`config.mk`:
```
export PLATFORM = sky130hd
export DESIGN_NAME = multicycle_control_flat
export DESIGN_NICKNAME = d
export VERILOG_FILES = /design/src/rtl/multicycle_control_pkg.sv /design/src/rtl/multicycle_control_if.sv /design/src/rtl/multicycle_control_onehot_check.sv /design/src/rtl/multicycle_control.sv /design/src/flat_wrapper.sv
export SDC_FILE = /design/constraint.sdc
export NUM_CORES = 1
export LEC_CHECK = 0
export CAP_MARGIN = 20
export CORE_MARGIN = 2
export CORE_UTILIZATION = 44
export CTS_BUF_LIST = sky130_fd_sc_hd__clkbuf_8 sky130_fd_sc_hd__clkbuf_16
export CTS_CLUSTER_DIAMETER = 30
export DETAILED_ROUTE_END_ITERATION = 10
export PLACE_DENSITY = 0.75
export SETUP_SLACK_MARGIN = 0.15
export SLEW_MARGIN = 20
export SYNTH_ARGS = -nofsm -noshare
export SYNTH_HDL_FRONTEND = slang
export SYNTH_SLANG_ARGS = --single-unit
```
`constraint.sdc`:
```
create_clock -name clk -period 1.7 [get_ports clk]
set_input_delay 0.17 -clock clk [delete_from_list [all_inputs] [get_ports clk]]
set_output_delay 0.17 -clock clk [all_outputs]
set_load 0.005 [all_outputs]
```
`src/rtl/multicycle_control_pkg.sv`:
```
// Shared encodings for the multi-cycle control sequencer: FSM states,
// one-hot opcode bit positions and ALU operation codes.
package multicycle_control_pkg;

    typedef enum logic [2:0] {
        ST_IDLE    = 3'd0,
        ST_FETCH   = 3'd1,
        ST_DECODE  = 3'd2,
        ST_EXEC    = 3'd3,
        ST_MEM     = 3'd4,
        ST_WB      = 3'd5,
        ST_HALTED  = 3'd6,
        ST_ERROR   = 3'd7
    } state_e;

    // Bit index of each opcode within the decoder's one-hot lines.
    typedef enum logic [2:0] {
        OP_ADD   = 3'd0,
        OP_SUB   = 3'd1,
        OP_AND   = 3'd2,
        OP_OR    = 3'd3,
        OP_LOAD  = 3'd4,
        OP_STORE = 3'd5,
        OP_BEQ   = 3'd6,
        OP_HALT  = 3'd7
    } opcode_e;

    localparam logic [2:0] ALU_ADD = 3'd0;
    localparam logic [2:0] ALU_SUB = 3'd1;
    localparam logic [2:0] ALU_AND = 3'd2;
    localparam logic [2:0] ALU_OR  = 3'd3;

    // LOAD/STORE add for the address; BEQ subtracts to compare.
    function automatic logic [2:0] alu_code(opcode_e op);
        case (op)
            OP_SUB, OP_BEQ: return ALU_SUB;
            OP_AND:         return ALU_AND;
            OP_OR:          return ALU_OR;
            default:        return ALU_ADD;
        endcase
    endfunction

endpackage

```
`src/rtl/multicycle_control_if.sv`:
```
// Handshake, decode and datapath-strobe bundle between the sequencer
// (slave side) and its fetch/decode/datapath environment (master side).
interface multicycle_control_if #(
    parameter int CNT_W = 16
);
    logic             run;
    logic             instr_valid;
    logic             instr_ready;
    logic [7:0]       di;
    logic             zero_flag;
    logic             mem_ack;
    logic             ir_load;
    logic             pc_inc;
    logic             alu_en;
    logic [2:0]       alu_op;
    logic             branch_take;
    logic             mem_rd;
    logic             mem_wr;
    logic             reg_we;
    logic             mem_to_reg;
    logic             halted;
    logic             err;
    logic [CNT_W-1:0] instr_count;

    modport master (
        output run, instr_valid, di, zero_flag, mem_ack,
        input  instr_ready, ir_load, pc_inc, alu_en, alu_op, branch_take,
               mem_rd, mem_wr, reg_we, mem_to_reg, halted, err, instr_count
    );

    modport slave (
        input  run, instr_valid, di, zero_flag, mem_ack,
        output instr_ready, ir_load, pc_inc, alu_en, alu_op, branch_take,
               mem_rd, mem_wr, reg_we, mem_to_reg, halted, err, instr_count
    );
endinterface

```
`src/rtl/multicycle_control_onehot_check.sv`:
```
// Validates the decoder lines as exactly one-hot and returns the index of
// the set bit as an opcode.
module multicycle_control_onehot_check
    import multicycle_control_pkg::*;
(
    input  logic [7:0] di_i,
    output logic       legal_o,
    output opcode_e    op_o
);

    // x & (x-1) clears the lowest set bit, so zero means at most one bit set.
    assign legal_o = (di_i != 8'd0) && ((di_i & (di_i - 8'd1)) == 8'd0);

    always_comb begin
        op_o = OP_ADD;
        for (int i = 0; i < 8; i++) begin
            if (di_i[i]) op_o = opcode_e'(3'(i));
        end
    end

endmodule

```
`src/rtl/multicycle_control.sv`:
```
// Multi-cycle control sequencer: walks fetch/decode/execute/memory/writeback
// for each one-hot opcode and drives the datapath strobes.
module multicycle_control
    import multicycle_control_pkg::*;
#(
    parameter int MEM_TIMEOUT = 15,
    parameter int CNT_W       = 16
) (
    input logic                 clk,
    input logic                 rst_n,
    multicycle_control_if.slave bus
);

    localparam logic [7:0] TMO_LAST = 8'(MEM_TIMEOUT - 1);

    state_e           state_q, state_d;
    opcode_e          op_q, op_d;
    logic [7:0]       tmo_q, tmo_d;
    logic [CNT_W-1:0] cnt_q, cnt_d;
    logic             retire;
    logic             di_legal;
    opcode_e          di_op;

    multicycle_control_onehot_check u_onehot_check (
        .di_i    (bus.di),
        .legal_o (di_legal),
        .op_o    (di_op)
    );

    always_comb begin
        // NOTE: every next-state value and output is defaulted first so no path infers a latch.
        state_d         = state_q;
        op_d            = op_q;
        tmo_d           = '0;
        retire          = 1'b0;
        bus.instr_ready = 1'b0;
        bus.ir_load     = 1'b0;
        bus.pc_inc      = 1'b0;
        bus.alu_en      = 1'b0;
        bus.alu_op      = ALU_ADD;
        bus.branch_take = 1'b0;
        bus.mem_rd      = 1'b0;
        bus.mem_wr      = 1'b0;
        bus.reg_we      = 1'b0;
        bus.mem_to_reg  = 1'b0;
        bus.halted      = 1'b0;
        bus.err         = 1'b0;

        case (state_q)
            ST_IDLE: begin
                if (bus.run) state_d = ST_FETCH;
            end
            ST_FETCH: begin
                bus.instr_ready = 1'b1;
                // A word accepted by the handshake is never dropped, even if run falls.
                if (bus.instr_valid) begin
                    bus.ir_load = 1'b1;
                    bus.pc_inc  = 1'b1;
                    state_d     = ST_DECODE;
                end else if (!bus.run) begin
                    state_d = ST_IDLE;
                end
            end
            ST_DECODE: begin
                op_d = di_op;
                if (!di_legal) begin
                    state_d = ST_ERROR;
                end else if (di_op == OP_HALT) begin
                    retire  = 1'b1;
                    state_d = ST_HALTED;
                end else begin
                    state_d = ST_EXEC;
                end
            end
            ST_EXEC: begin
                bus.alu_en = 1'b1;
                bus.alu_op = alu_code(op_q);
                case (op_q)
                    OP_LOAD, OP_STORE: state_d = ST_MEM;
                    OP_BEQ: begin
                        bus.branch_take = bus.zero_flag;
                        retire          = 1'b1;
                        state_d         = ST_FETCH;
                    end
                    default: state_d = ST_WB;
                endcase
            end
            ST_MEM: begin
                bus.mem_rd = (op_q == OP_LOAD);
                bus.mem_wr = (op_q == OP_STORE);
                // An ack on the last allowed cycle still completes the access.
                if (bus.mem_ack) begin
                    if (op_q == OP_LOAD) begin
                        state_d = ST_WB;
                    end else begin
                        retire  = 1'b1;
                        state_d = ST_FETCH;
                    end
                end else if (tmo_q == TMO_LAST) begin
                    state_d = ST_ERROR;
                end else begin
                    tmo_d = tmo_q + 8'd1;
                end
            end
            ST_WB: begin
                bus.reg_we     = 1'b1;
                bus.mem_to_reg = (op_q == OP_LOAD);
                retire         = 1'b1;
                state_d        = ST_FETCH;
            end
            ST_HALTED: begin
                bus.halted = 1'b1;
                if (!bus.run) state_d = ST_IDLE;
            end
            default: begin
                bus.err = 1'b1;
            end
        endcase

        cnt_d = (retire && (cnt_q != '1)) ? cnt_q + 1'b1 : cnt_q;
    end

    assign bus.instr_count = cnt_q;

    // NOTE: sequential state uses non-blocking assignments so all flops update from pre-edge values.
    always_ff @(posedge clk or negedge rst_n) begin
        if (!rst_n) begin
            state_q <= ST_IDLE;
            op_q    <= OP_ADD;
            tmo_q   <= '0;
            cnt_q   <= '0;
        end else begin
            state_q <= state_d;
            op_q    <= op_d;
            tmo_q   <= tmo_d;
            cnt_q   <= cnt_d;
        end
    end

endmodule

```
`src/flat_wrapper.sv`:
```
// flat-port wrapper written by rule: the top's interface ports become plain ports
module multicycle_control_flat import multicycle_control_pkg::*;
#(
    parameter int MEM_TIMEOUT = 15,
    parameter int CNT_W       = 16
)
  (clk, rst_n, bus_run, bus_instr_valid, bus_di, bus_zero_flag, bus_mem_ack, bus_instr_ready, bus_ir_load, bus_pc_inc, bus_alu_en, bus_alu_op, bus_branch_take, bus_mem_rd, bus_mem_wr, bus_reg_we, bus_mem_to_reg, bus_halted, bus_err, bus_instr_count);
  multicycle_control_if #(.CNT_W(CNT_W)) bus_i ();
  input logic clk;
  input logic rst_n;
  input wire logic [$bits(bus_i.run)-1:0] bus_run;
  input wire logic [$bits(bus_i.instr_valid)-1:0] bus_instr_valid;
  input wire logic [$bits(bus_i.di)-1:0] bus_di;
  input wire logic [$bits(bus_i.zero_flag)-1:0] bus_zero_flag;
  input wire logic [$bits(bus_i.mem_ack)-1:0] bus_mem_ack;
  output wire logic [$bits(bus_i.instr_ready)-1:0] bus_instr_ready;
  output wire logic [$bits(bus_i.ir_load)-1:0] bus_ir_load;
  output wire logic [$bits(bus_i.pc_inc)-1:0] bus_pc_inc;
  output wire logic [$bits(bus_i.alu_en)-1:0] bus_alu_en;
  output wire logic [$bits(bus_i.alu_op)-1:0] bus_alu_op;
  output wire logic [$bits(bus_i.branch_take)-1:0] bus_branch_take;
  output wire logic [$bits(bus_i.mem_rd)-1:0] bus_mem_rd;
  output wire logic [$bits(bus_i.mem_wr)-1:0] bus_mem_wr;
  output wire logic [$bits(bus_i.reg_we)-1:0] bus_reg_we;
  output wire logic [$bits(bus_i.mem_to_reg)-1:0] bus_mem_to_reg;
  output wire logic [$bits(bus_i.halted)-1:0] bus_halted;
  output wire logic [$bits(bus_i.err)-1:0] bus_err;
  output wire logic [$bits(bus_i.instr_count)-1:0] bus_instr_count;
  assign bus_i.run = bus_run;
  assign bus_i.instr_valid = bus_instr_valid;
  assign bus_i.di = bus_di;
  assign bus_i.zero_flag = bus_zero_flag;
  assign bus_i.mem_ack = bus_mem_ack;
  assign bus_instr_ready = bus_i.instr_ready;
  assign bus_ir_load = bus_i.ir_load;
  assign bus_pc_inc = bus_i.pc_inc;
  assign bus_alu_en = bus_i.alu_en;
  assign bus_alu_op = bus_i.alu_op;
  assign bus_branch_take = bus_i.branch_take;
  assign bus_mem_rd = bus_i.mem_rd;
  assign bus_mem_wr = bus_i.mem_wr;
  assign bus_reg_we = bus_i.reg_we;
  assign bus_mem_to_reg = bus_i.mem_to_reg;
  assign bus_halted = bus_i.halted;
  assign bus_err = bus_i.err;
  assign bus_instr_count = bus_i.instr_count;
  multicycle_control #(.MEM_TIMEOUT(MEM_TIMEOUT), .CNT_W(CNT_W)) u_core (.clk(clk), .rst_n(rst_n), .bus(bus_i));
endmodule
```
==> results of run 1 <==
==> through the flow <==
stage	power (mW)	hold WS, ns
finish	4.27	0.266
global placement	2.55	0.476
CTS	3.70	0.281
detailed placement	2.60	0.492
floorplan	1.72	-0.126
global route	4.47	0.321
==> cell usage in the layout, fill, tap and decap left out, drive strengths merged, types with 2 or more instances in the layout <==
cell,n
nor2,28
a31oi,2
nand2b,3
nand3b,2
nor4b,3
dfrtp,30
ha,3
nor3,10
o21ai,4
and2,3
nor3b,5
xnor2,4
nand2,15
nor4,3
mux2,3
nand4,3
clkdlybuf4s50,29
buf,93
xor2,17
and3,6
o211ai,2
a2111oi,2
a21oi,5
nand3,8
nor2b,2
clkbuf,7
inv,7
==> registers in the layout, indices dropped and copies added (netlist names) <==
register and flops:
u_core.tmo_q 8, u_core.op_q 3, u_core.state_q 3, u_core.bus.instr_count 16
==> timing repair <==
item,CTS,global route
hold buffers,0,0
pin swaps,17,15
setup buffers,17,10
setup endpoints to repair,39,38
gates resized for setup,89,51
gates cloned,1,0
==> kinds of logic (layout without fill, tap and decap cells) <==
group,count (synthesis),count (layout),share of synthesized area [%]
adder cells (fa/ha/maj),4,4,2.66
AND/OR/NAND/NOR,97,97,30.1
XOR/XNOR,21,21,10.3
buffers and inverters,13,137,3.71
other,1,1,0.210
flip-flops,30,30,42.0
AO/OA/AOI/OAI,21,21,9.23
multiplexers,3,3,1.89
==> layout make-up <==
type,instances,area [sq um]
clock buffer,6,82.6
tap,50,62.6
inverter,6,25.0
fill,190,658
sequential,30,751
timing repair buffer,123,1100
clock inverter,2,8.76
multi-input combinational,147,1250
==> routing by layer <==
| metal | global-route usage (%) | wire length [um] |
|---|---|---|
| met1 | 30.7 | 2510 |
| met2 | 43.8 | 3280 |
| met3 | 5.33 | 272 |
| met4 | 7.00 | 100 |
| met5 | 0 | 0 |
==> where the power goes <==
group	switching, mW	leakage (nW)	internal (mW)	total, mW
sequential	0.0902	0.391	0.844	0.934
combinational	1.19	1.08	1.55	2.75
clock	0.271	0.0524	0.320	0.591
==> final timing paths <==
check	startpoint	to	slack [ns]	cells after the start
worst min-delay path	rst_n	u_core.bus.instr_count[7]$_DFFE_PN0P_	0.27	2
worst min register to register	u_core.bus.instr_count[13]$_DFFE_PN0P_	u_core.bus.instr_count[13]$_DFFE_PN0P_	0.51	1
worst max-delay path	u_core.state_q[0]$_DFFE_PN0P_	u_core.bus.instr_count[1]$_DFFE_PN0P_	-0.28	9
worst max register to register	u_core.state_q[0]$_DFFE_PN0P_	u_core.bus.instr_count[1]$_DFFE_PN0P_	-0.28	9
max in group asynchronous	rst_n	u_core.bus.instr_count[12]$_DFFE_PN0P_	1.13	2
min in group clk	u_core.bus.instr_count[13]$_DFFE_PN0P_	u_core.bus.instr_count[13]$_DFFE_PN0P_	0.51	1
==> metrics, run 1 <==
I/O pin count 44; GR Util All Layers 24.9%; dpl hpwl 3.27 mm; WL final 6.16 mm; via count roughly 1900; Yosys cell types 48; Setup violations, final 33; Bufs on Longest Clock Path 2; initial antenna violation count 0; PnR worst setup slack -0.277 ns; Port-buffer cells 42; most frequent cell after synthesis dfrtp_1; unrepaired setup endpoints after global routing yes; CP Cell Sequence buf_6, nand3b_1, nor2_2, buf_4, buf_6, a2111oi_4, buf_6, nor2_2, mux2_4; largest net degree at the start of global routing 31; number of synthesized flops with an enable pin 0; Post-Syn Area about 1800 sq um; Inst Count DP 328; Finished Cell Area about 3300 sq um; Worst Path Max Fanout 5; dpl ws -0.541 ns; endpoints failing hold 0; DRC errors left 0; Yosys top cell by area dfrtp_1; max_cap viols 0; Site Rows 23; Critical Path AT roughly 2.2 ns; vias in the first global route 1877; starting density of the core 45.4%; Critical Path Sink Type flop; share of cells above drive strength 1 47.8%; number of nets in the layout 330; top cell family by delay on the critical path buffers and inverters; Pre-antenna DRT Iters 4; top cells by area, synth dfrtp_1 (42%), xor2_1 (8.3%), nor2_1 (5.5%); Die Y-Extent 67.8 um; slowest library cell on the worst path dfrtp_1; Worst Hold Class primary input to async pin; H-tree lvl count 2; Seq cells post-synth 30; Avg Cell Area, Syn 9.42 sq um; TritonCTS Buffers 5; Layout Skew 0.00832 ns; sequential area share after synthesis 42.0%; # diodes 0; Final Max Tran Viols 0; clock sink count 30; most instantiated cells after synthesis dfrtp_1 (30), nor2_1 (26), xor2_1 (17), nand2_1 (15), nor3_1 (10); Core Footprint around 4000 sq um; PwrDens 1300 nW/um^2; first-pass GRT wire length around 8.5 mm; Critical Path Start Type flop; post-synth net total 207; Finished Core Util 83.3%; Top cell by count, worst path buf_6; CTS tree done; Routed Antenna Nets 0; initial DRC count ~120; clk slew on worst S/H paths roughly 0.070 ns; status complete, but fails checks; Main synth FF type dfrtp_1; Vias/cell 5.34; Yosys top cell area share 42.0%; fin crit share 116%; synthesis-to-layout area growth 83.6%; clock root buffer clkbuf_8; Critical Path RT 1.87 ns; Routed WL per cell 16.9 um; gpl congestion 0.779; crit path time final 1.98 ns; DP Area 2660 sq um; clock latency on the worst-skew pair 0.29 ns; total gr overflow 0; leakage ~1.5 nW; Non-Filler Instances approximately 360; Sum Neg Setup Slack -5.19 ns; critical path buffer and inverter count 4; failing checks negative setup slack; Post-synth ARST share 100%; WS Path Type flop to flop; CP max stage delay 0.41 ns; Die X 67.8 um; Warnings, synthesis 0; Max VDD drop roughly 960 uV; Post-Synthesis Cells 190; fmax 506 MHz; die area 4590 sq um
Power figures use the tool's default switching activity.
==> run 2, diff against run 1 <==
RECOVER_POWER = 100   (was unset)
==> metrics, run 2 (synthesis results as in run 1) <==
status complete, but fails checks; failing checks negative setup slack; Site Rows 23; Max transition margin 48.4%; unrepaired setup endpoints after global routing yes; Critical Path Sink Type flop; Pre-antenna DRT Iters 4; vias in the first global route 1877; fin crit share 116%; Vias/cell 5.35; clock root buffer clkbuf_8; synthesis-to-layout area growth 83.4%; Layout Skew 0.00832 ns; CP Cell Sequence buf_6, nand3b_1, nor2_2, buf_4, buf_6, a2111oi_4, buf_6, nor2_2, mux2_4; Die X about 68 um; H-tree lvl count 2; I/O pin count 44; number of nets in the layout 330; die area 4590 sq um; Setup violations, final 33; Finished Core Util 83.2%; most frequent cells in the layout buf_4 (51), buf_6 (34), dfrtp_1 (30), clkdlybuf4s50_1 (26); initial antenna violation count 0; Core Footprint between 3000 and 4000 sq um; R2R Path Start u_core.state_q[0]$_DFFE_PN0P_; via count around 2000; dpl hpwl 3.27 mm; TritonCTS Buffers 5; Worst Hold Class primary input to async pin; hold_buf cts 0; clk slew on worst S/H paths 0.07 ns; top cell family by delay on the critical path buffers and inverters; worst slew pin tran 0.774 ns; area of the multi-input gates roughly 1300 sq um; max reg flops 16; overall power 4.27 mW; initial DRC count 116; Bufs on Longest Clock Path 2; clock sink count 30; PnR worst setup slack -0.277 ns; FILL cells 191; DRC errors left 0; most common cell after layout, fill and taps aside buf_4; Final Max Tran Viols 0; gpl congestion between 0.7 and 0.8; Critical Path RT 1.87 ns; fmax 506 MHz; Die Y-Extent 67.8 um; slowest library cell on the worst path dfrtp_1; critical path buffer and inverter count 4; total gr overflow 0; GR Util All Layers 24.9%; max_cap viols 0; PwrDens 1300 nW/um^2; # diodes 0; endpoints failing hold 0; WL final 6.16 mm; share of cells above drive strength 1 47.8%; Routed Antenna Nets 0; Routed WL per cell 16.9 um; Worst Path Max Fanout 5; Sum Neg Setup Slack -5.18 ns; Max VDD drop ~960 uV; crit path time final around 2.0 ns; Port-buffer cells 42; Top cell by count, worst path buf_6; CP startpoint u_core.state_q[0]$_DFFE_PN0P_; starting density of the core 45.4%; WS Path Type flop to flop; CP max stage delay 0.41 ns; CTS tree done; leakage 1.53 nW; clock latency on the worst-skew pair 0.29 ns; largest net degree at the start of global routing 31; dpl ws -0.541 ns; Critical Path Start Type flop; Sequential Area 751 sq um; first-pass GRT wire length 8.54 mm; Critical Path AT 2.15 ns
-- run 2: changes by cell type in the layout (fill, tap and decap cells not counted), sizes merged --
| cell | before | now |
|---|---|---|
| clkdlybuf4s50 | 29 | 26 |
| buf | 93 | 92 |
| dlygate4sd3 | 0 | 3 |
| clkbuf | 7 | 8 |
-- run 2: routing by layer --
| metal | track usage, % | vias to the layer above | share of wire, % |
|---|---|---|---|
| li1 | - | 909 | - |
| met1 | 30.7 | 960 | 41 |
| met2 | 43.8 | 64 | 53 |
| met3 | 5.33 | 14 | 4.4 |
| met4 | 7.00 | 0 | 1.6 |
| met5 | 0 | - | 0 |
-- run 2: through the flow --
step,cells,hold slack (ns),instance area [sq um]
2_1_floorplan,190,-0.126,1830
3_3_place_gp,328,0.476,2660
3_5_place_dp,328,0.492,2660
4_1_cts,354,0.281,3030
5_1_grt,364,0.512,3280
6_report,364,0.479,3280
-- run 2: path summary, 6_finish.rpt --
| check | endpoint | slack (ns) | depth (start not counted) |
|---|---|---|---|
| setup / recovery | u_core.bus.instr_count[1]$_DFFE_PN0P_ | -0.28 | 9 |
| hold reg to reg | u_core.bus.instr_count[10]$_DFFE_PN0P_ | 0.50 | 1 |
| hold / removal | u_core.bus.instr_count[7]$_DFFE_PN0P_ | 0.48 | 2 |
| max in group asynchronous | u_core.bus.instr_count[12]$_DFFE_PN0P_ | 0.72 | 2 |
| setup reg to reg | u_core.bus.instr_count[1]$_DFFE_PN0P_ | -0.28 | 9 |
| min in group clk | u_core.bus.instr_count[10]$_DFFE_PN0P_ | 0.50 | 1 |
-- run 2: where the power goes --
group	leakage (nW)	total, mW	switching (mW)	internal (mW)
registers	0.391	0.934	0.0901	0.844
logic	1.09	2.74	1.19	1.55
clock network	0.0524	0.591	0.271	0.320
-- run 2: final cells by class --
type                            instances  area share, %
Multi-Input combinational cell        147           38.1
Timing Repair Buffer                  123           33.5
Sequential cell                        30           22.9
Clock buffer                            6           2.52
Tap cell                               50           1.91
Inverter                                6          0.762
Clock inverter                          2          0.267
-- run 2: timing repair --
action                                  4_1_cts  5_1_grt
endpoints found under the setup margin       39       38
endpoints found under the hold margin         0        0
gates cloned                                  1        0
pin swaps                                    17       15
buffers inserted                             17       10
resized for setup                            89       51
